--- config.mk ---
export PLATFORM = sky130hd
export DESIGN_NAME = tt_um_hoene_parallel2serial
export DESIGN_NICKNAME = d
export VERILOG_FILES = /design/src/rtl/tt_um_hoene_parallel2serial.sv
export SDC_FILE = /design/constraint.sdc
export NUM_CORES = 1
export LEC_CHECK = 0
export ABC_CLOCK_PERIOD_IN_PS = 2350
export BUFFER_PORTS_ARGS = -buffer_cell sky130_fd_sc_hd__buf_2
export CELL_PAD_IN_SITES_DETAIL_PLACEMENT = 0
export CELL_PAD_IN_SITES_GLOBAL_PLACEMENT = 1
export CORE_UTILIZATION = 43
export DETAILED_ROUTE_END_ITERATION = 6
export PLACE_DENSITY = 0.81
export SYNTH_ARGS = -nofsm -noshare
export SYNTH_HDL_FRONTEND = slang
export SYNTH_SLANG_ARGS = --single-unit
export TNS_END_PERCENT = 10
--- constraint.sdc ---
create_clock -name clk -period 2.35 [get_ports clk]
set_clock_uncertainty 0.2 [all_clocks]
set_input_delay 0.235 -clock clk [delete_from_list [all_inputs] [get_ports clk]]
set_output_delay 0.235 -clock clk [all_outputs]
set_load 0.01 [all_outputs]
--- src/rtl/tt_um_hoene_parallel2serial.sv ---
// tt_um_hoene_parallel2serial: parallel-to-serial frame transmitter, LSB first
// Parameters: WIDTH bits per frame, DIV clk cycles per transmitted bit (1..255).
// Ports:
//   clk       rising-edge clock
//   rst_n     asynchronous active-low reset
//   in_word   parallel word, sampled on an accepted handshake
//   in_valid  in_word is valid
//   in_ready  high while IDLE; a word is accepted when in_valid is also high
//   out_data  serial bit, held for a full bit period, 0 outside SHIFT
//   out_clk   one-cycle shift strobe at the end of each bit period
//   out_store one-cycle latch strobe after the last bit
//   busy      high in every state except IDLE
module tt_um_hoene_parallel2serial #(
  parameter int WIDTH = 30,
  parameter int DIV = 4
) (
  input  logic             clk,
  input  logic             rst_n,
  input  logic [WIDTH-1:0] in_word,
  input  logic             in_valid,
  output logic             in_ready,
  output logic             out_data,
  output logic             out_clk,
  output logic             out_store,
  output logic             busy
);
  localparam int BW = (WIDTH > 1) ? $clog2(WIDTH) : 1;
  localparam logic [BW-1:0] LAST_BIT = BW'(WIDTH - 1);
  localparam logic [7:0] LAST_DIV = 8'(DIV - 1);
  typedef enum logic [1:0] {IDLE, SHIFT, STORE} state_t;
  state_t state;
  logic [WIDTH-1:0] shreg;
  logic [BW-1:0] bit_cnt;
  logic [7:0] div_cnt;
  logic strobe;
  assign strobe = (state == SHIFT) && (div_cnt == LAST_DIV);
  assign in_ready = state == IDLE;
  assign busy = state != IDLE;
  assign out_clk = strobe;
  assign out_store = state == STORE;
  // out_data only moves on the strobe edge, so it is stable across the whole bit period
  assign out_data = (state == SHIFT) && shreg[0];
  always_ff @(posedge clk or negedge rst_n) begin
    if (!rst_n) begin
      state <= IDLE;
      shreg <= '0;
      bit_cnt <= '0;
      div_cnt <= '0;
    end else begin
      case (state)
        IDLE: if (in_valid) begin
          shreg <= in_word;
          bit_cnt <= '0;
          div_cnt <= '0;
          state <= SHIFT;
        end
        SHIFT: if (strobe) begin
          div_cnt <= '0;
          shreg <= shreg >> 1;
          // bit_cnt wraps on the last bit so it never exceeds WIDTH-1
          bit_cnt <= (bit_cnt == LAST_BIT) ? '0 : bit_cnt + BW'(1);
          state <= (bit_cnt == LAST_BIT) ? STORE : SHIFT;
        end else begin
          div_cnt <= div_cnt + 8'd1;
        end
        STORE: state <= IDLE;
        default: state <= IDLE;
      endcase
    end
  end
endmodule

==> impl_metrics.csv, run 1 <==
group,metric,value,unit
floorplan,row_count,25,
timing,max_freq,502.4,MHz
pwr,internal_power,1707,uW
detailed_routing,detail_route.wl_per_cell,14.44,um
pwr,combPwrFrac,36.4,%
clocking,clk_pin_slew,0.09,ns
pwr,ir_drop,532.3,uV
clocking,tritoncts,"built",
synth,ys.flop_type,"dfrtp_1",
cells_and_area,multiInputGateArea,1035,um^2
setup_path,criticalPathCategory,"reg2reg",
detailed_routing,dr.pass1.iters,4,
cells_and_area,area_delta_synth_final,17.10,%
cells_and_area,final_area,2614,um^2
synth,synth_top_area_share,50.45,%
cells_and_area,seq_area,1126,um^2
setup_path,required,2.33,ns
setup_path,start_kind,"register",
global_route,track_usage,18.53,%
pwr,p_clk_share,17.7,%
place,placed_cell_area,2494,um^2
synth,synth_top_family_by_area,"compound AO/OA/AOI/OAI gates",
detailed_routing,final_antenna_net_count,0,
cells_and_area,post-route-util,53.91,%
synth,synth_fa_ha_area_share,2.242,%
timing,setup_tns,0,ns
clocking,cts_root_buffer,"clkbuf_8",
pwr,switching_share,37.94,%
synth,yosysSeqAreaShare,50.45,%
timing,final.period_utilization,84.71,%
global_route,overflow,0,
global_route,grt_pass1_vias,1710,
setup_path,worst_path_largest_cell_delay,0.43,ns
detailed_routing,drt_wl_total,4663,um
clocking,cts_sinks,45,
clocking,clockBufferDepth,2,
detailed_routing,drc,0,
floorplan,core,4848,um^2
global_route,grt_max_degree,46,
detailed_routing,avgViaCountPerCell,5.334,
synth,muxShareOfSynthArea,13.51,%
setup_path,crit_path_end_kind,"register",
pwr,powerDensity,1052,nW/um^2
timing,tightest_slew,0.5788,ns
clocking,clock_latency,0.30,ns
job,drv_cap,0,
synth,syn_nets,253,
global_route,antenna_found_initial,0,
synth,synth-simple-area-share,9.978,%
setup_path,cpMaxStageDelayCell,"dfrtp_1",
cells_and_area,n_antenna_cell,0,
synth,synth_edf_count,0,
floorplan,start_util,46.04,%
timing,setup_viol,0,
synth,yosys-top-cells-area,"dfrtp_1 (50%), o21ai_0 (13%), mux2i_1 (13%)",
clocking,cts_resized,0,
synth,async_flop_share,100.0,%
status,status,"completed",
clocking,htree_levels,2,
setup_path,cp.arrival,1.97,ns
detailed_routing,vias,1723,
synth,yosys.area.top_type,"dfrtp_1",
synth,yosys.area_share.xor_xnor,2.354,%
synth,synth_compound_area_share,17.77,%
place,gp_congestion,0.8415,
timing,rsz0062_at_grt,"false",
synth,synthCells,216,
synth,synth_most_common_cell,"o21ai_0",
setup_path,crit_fanout,18,
timing,finalHoldViolations,0,
timing,period_minus_slack,1.991,ns
synth,syn_area,2232,um^2
pwr,power_leakage,0.001347,uW
synth,synthTopCellsByCount,"o21ai_0 (60), dfrtp_1 (45), mux2i_1 (29)",
place,dp_hpwl,3104,um
worst_hold_path,worstHoldPathType,"in2reg",
place,port_buffers,37,
cells_and_area,num-fill-cells,470,
setup_path,crit_path_cell_trace,"ha_1 > nor3b_2 > a21oi_2 > or2_0 > buf_4 > o21ai_0",
clocking,cts_made_buffers,5,
synth,synth_cell_types,38,
synth,yosysWarnings,0,
floorplan,dieWidth,74.05,um
clocking,post_cts_buffers,0,
clocking,ctsHoldBuffers,3,
floorplan,io_pins,38,
global_route,grt_pass1_wl,7645,um
synth,synth_area_per_cell,10.33,um^2
pwr,pwr-share-seq,45.9,%
detailed_routing,drtIter0Drc,112,
pwr,p_sw,1043,uW
timing,slew_violations,0,
synth,ys_seq_elements,45,
cells_and_area,drive_gt1_share,23.44,%
timing,max-slew-margin-rel,61.41,%
floorplan,die_area,5483,um^2
cells_and_area,final_nets,292,
floorplan,chipHeight,74.05,um
## critical path: cells and delay by family (launching register included)
| kind | cells | cell delay (ns) |
|---|---|---|
| DFF | 1 | 0.43 |
| and+or+nand+nor | 2 | 0.45 |
| adders and majority gates | 1 | 0.23 |
| buffers and inverters | 1 | 0.26 |
| AOI/OAI and AO/OA | 2 | 0.30 |
## final timing paths
| check | startpoint | to | slack (ns) | cells after the start |
|---|---|---|---|---|
| worst min register to register | shreg[0] | shreg[0] | 0.30 | 2 |
| worst max-delay path | div_cnt[0] | shreg[20] | 0.36 | 6 |
| worst max register to register | div_cnt[0] | shreg[20] | 0.36 | 6 |
| worst min-delay path | in_word[4] | shreg[4] | 0.02 | 3 |
| min in group asynchronous | rst_n | shreg[3] | 0.34 | 3 |
| max in group asynchronous | rst_n | div_cnt[3] | 1.20 | 3 |
## per-stage QoR
| step | std cells | total power, uW | setup slack [ns] | hold slack, ns |
|---|---|---|---|---|
| floorplan | 216 | 2001 | 0.4973 | -0.2606 |
| global placement | 312 | 2268 | 0.4532 | 0.1585 |
| detailed placement | 312 | 2289 | 0.3517 | 0.1567 |
| CTS | 323 | 2785 | 0.3480 | 0.01089 |
| global route | 323 | 2975 | 0.2163 | 0.02670 |
| finish | 323 | 2750 | 0.3594 | 0.01612 |
## logic make-up after synthesis
kind of cell	Yosys count
xor+xnor	6
buf+inv	18
mux	30
compound gates	73
flops	45
simple gates	40
fa+ha+maj	4
## power by group through the flow
stage | registers, uW | clock network, uW | logic (uW)
after global placement | 1270 | 0 | 1000
after CTS | 1260 | 507 | 1020
after detailed placement | 1280 | 0 | 1010
after global routing | 1300 | 532 | 1150
final | 1260 | 487 | 1000
after floorplan | 1220 | 0 | 782
## per-layer routing
layer / part of all wire [%] / GRT usage (%) / vias up / wire, um
li1: - / - / 847 / -
met1: 47 / 22.45 / 850 / 2179
met2: 49 / 32.53 / 21 / 2304
met3: 2.4 / 3.252 / 5 / 113
met4: 1.4 / 7.692 / 0 / 66
met5: 0 / 0 / - / 0
## state kept, by name, summed over array words and instances (netlist names)
register,count
div_cnt,8
state,2
shreg,30
bit_cnt,5
## final cells by class
cell class                      count  share of cell area [%]
Timing Repair Buffer               47                   10.24
Tap cell                           67                   3.207
Inverter                            3                  0.4308
Clock buffer                        5                   2.633
Multi-Input combinational cell    153                   39.59
Clock inverter                      3                  0.8138
Sequential cell                    45                   43.08
## cell usage in the layout (no fill, tap or decap), types with 4 or more instances in the layout
master    synthesis  layout
clkbuf_8          0       5
nor2_1           11      11
nand3_1           4       4
buf_2             4      37
xnor2_1           5       5
o21ai_0          60      60
dfrtp_1          45      45
nand2_1           8       8
buf_4             0       7
mux2i_1          29      29
ha_1              4       4
No activity file was read; power rests on OpenSTA's default activity.
==> run 2, diff against run 1 <==
--- a/config.mk
+++ b/config.mk
@@ -5,7 +5,7 @@
 export SDC_FILE = /design/constraint.sdc
 export NUM_CORES = 1
 export LEC_CHECK = 0
-export ABC_CLOCK_PERIOD_IN_PS = 2350
+export ABC_CLOCK_PERIOD_IN_PS = 2000
 export BUFFER_PORTS_ARGS = -buffer_cell sky130_fd_sc_hd__buf_2
 export CELL_PAD_IN_SITES_DETAIL_PLACEMENT = 0
 export CELL_PAD_IN_SITES_GLOBAL_PLACEMENT = 1
==> constraint.sdc (replaced) <==
create_clock -name clk -period 2 [get_ports clk]
set_clock_uncertainty 0.2 [all_clocks]
set_input_delay 0.2 -clock clk [delete_from_list [all_inputs] [get_ports clk]]
set_output_delay 0.2 -clock clk [all_outputs]
set_load 0.01 [all_outputs]
==> impl_metrics.csv, run 2 (synthesis results as in run 1) <==
group,metric,value,unit
detailed_routing,detail_route.wl_per_cell,14.22,um
pwr,pwr-share-seq,43.3,%
worst_hold_path,worstHoldPathType,"in2reg",
floorplan,core,4848,um^2
pwr,ir_drop,790.6,uV
floorplan,chipHeight,74.05,um
timing,rsz0062_at_grt,"false",
pwr,power,3405,uW
floorplan,row_count,25,
clocking,htree_levels,2,
place,gp_congestion,0.7970,
pwr,combPwrFrac,37.3,%
timing,setup_viol,0,
timing,max-slew-margin-rel,73.85,%
global_route,grt_max_degree,41,
setup_path,cp.arrival,1.49,ns
timing,slew_violations,0,
detailed_routing,dr.pass1.iters,4,
timing,setup_tns,0,ns
place,preCtsSetupSlack,-0.04086,ns
clocking,tritoncts,"built",
clocking,clk_pin_slew,0.08,ns
global_route,antenna_found_initial,0,
floorplan,io_pins,38,
detailed_routing,drc,0,
status,status,"finished with violations",
cells_and_area,area_delta_synth_final,22.70,%
clocking,cts_root_buffer,"clkbuf_8",
cells_and_area,drive_gt1_share,24.15,%
timing,final.period_utilization,94.60,%
setup_path,critPathBufInv,1,
setup_path,criticalPathCategory,"reg2out",
setup_path,required,1.60,ns
clocking,clockBufferDepth,2,
detailed_routing,final_antenna_net_count,0,
timing,period_minus_slack,1.892,ns
cells_and_area,stdcell_count,332,
timing,timing.hold.ws,-0.0008224,ns
global_route,track_usage,19.29,%
global_route,grt_pass1_wl,8086,um
detailed_routing,drt_wl_total,4722,um
cells_and_area,final_common_cell,"o21ai_0",
setup_path,start_kind,"register",
pwr,internal_power,2187,uW
cells_and_area,top_register,"shreg",
cells_and_area,largest_reg_flops,30,
floorplan,die_area,5483,um^2
clocking,post_cts_buffers,0,
setup_path,crit_path_cell_trace,"nor4_4 > nand2_1 > nor2_1 > buf_2",
detailed_routing,drtIter0Drc,70,
clocking,cts_sinks,45,
cells_and_area,reg_top3,"shreg: 30 flops, div_cnt: 8 flops, bit_cnt: 5 flops",
place,dpl.cell_count,316,
place,dp_hpwl,3195,um
cells_and_area,n_antenna_cell,0,
pwr,powerDensity,1243,nW/um^2
cells_and_area,final_cell_mix,"o21ai_0 (58), dfrtp_1 (45), buf_2 (37)",
timing,finalHoldViolations,3,
floorplan,start_util,46.04,%
status,violations,"negative hold slack",
clocking,cts_made_buffers,5,
setup_path,crit_fanout,3,
detailed_routing,avgViaCountPerCell,5.340,
floorplan,dieWidth,74.05,um
cells_and_area,num-fill-cells,459,
timing,max_freq,528.6,MHz
job,drv_cap,0,
timing,finalWorstSetupSlack,0.1081,ns
global_route,overflow,0,
pwr,power_leakage,0.001407,uW
pwr,p_clk_share,19.3,%
global_route,grt_pass1_vias,1724,
pwr,switching_share,35.78,%
timing,tightest_slew,0.3922,ns
cells_and_area,final_nets,302,
pwr,p_sw,1218,uW
place,port_buffers,37,
setup_path,crit_family,"simple AND/OR/NAND/NOR gates",
place,placed_cell_area,2536,um^2
setup_path,cpMaxStageDelayCell,"dfrtp_1",
setup_path,crit_path_end_kind,"output port",
setup_path,worst_path_largest_cell_delay,0.44,ns
detailed_routing,vias,1773,
clocking,clock_latency,0.29,ns
cells_and_area,final_area,2739,um^2
run 2: power groups by stage:
stage / logic (uW) / registers [uW] / clock network (uW)
finish: 1270 / 1480 / 659
global route: 1460 / 1520 / 708
CTS: 1270 / 1470 / 675
detailed placement: 1250 / 1490 / 0
global placement: 1230 / 1480 / 0
floorplan: 919 / 1430 / 0
run 2: routing by layer:
| layer | track usage (%) | up-vias | routed length (um) |
|---|---|---|---|
| met5 | 0 | - | 0 |
| met4 | 5.128 | 0 | 49 |
| met3 | 4.065 | 6 | 150 |
| met2 | 31.82 | 30 | 2212 |
| met1 | 25.85 | 863 | 2310 |
| li1 | - | 874 | - |
run 2: what timing repair did:
action | in CTS | in global routing
cloned | 0 | 0
pin swaps | 0 | 2
endpoints found under the setup margin | 2 | 29
endpoints found under the hold margin | 52 | 0
resized for setup | 1 | 4
hold buffers | 9 | 0
run 2: area by class of cell:
class / count / area, um^2 / share of cell area (%)
Sequential cell: 45 / 1126 / 41.11
Inverter: 3 / 11.26 / 0.4111
Clock inverter: 2 / 35.03 / 1.279
Timing Repair Buffer: 57 / 370.4 / 13.52
Clock buffer: 5 / 68.82 / 2.513
Tap cell: 67 / 83.83 / 3.061
Multi-Input combinational cell: 153 / 1044 / 38.10
run 2: worst reg2reg max path, delay by kind of cell (launching register included):
family	cells	cell delay (ns)
AND/OR/NAND/NOR	2	0.64
buffers and inverters	1	0.24
flip-flops	1	0.44
AO/OA/AOI/OAI	2	0.23
run 2: metrics by stage:
stage	util, %	hold slack, ns
floorplan	-	-0.2956
finish	56.49	-0.0008224
global route	56.49	0.01390
global placement	52.31	-0.1002
CTS	56.36	0.001611
detailed placement	52.31	-0.09801
run 2: path summary, 6_finish.rpt:
check | start | to | slack, ns | cells past startpoint
setup / recovery | div_cnt[7] | out_clk | 0.11 | 4
hold / removal | in_word[21] | shreg[21] | -0.0008 | 3
setup reg to reg | div_cnt[7] | bit_cnt[2] | 0.13 | 5
hold reg to reg | shreg[0] | shreg[0] | 0.31 | 2
max in group asynchronous | rst_n | shreg[26] | 0.93 | 3
min in group asynchronous | rst_n | shreg[18] | 0.12 | 2
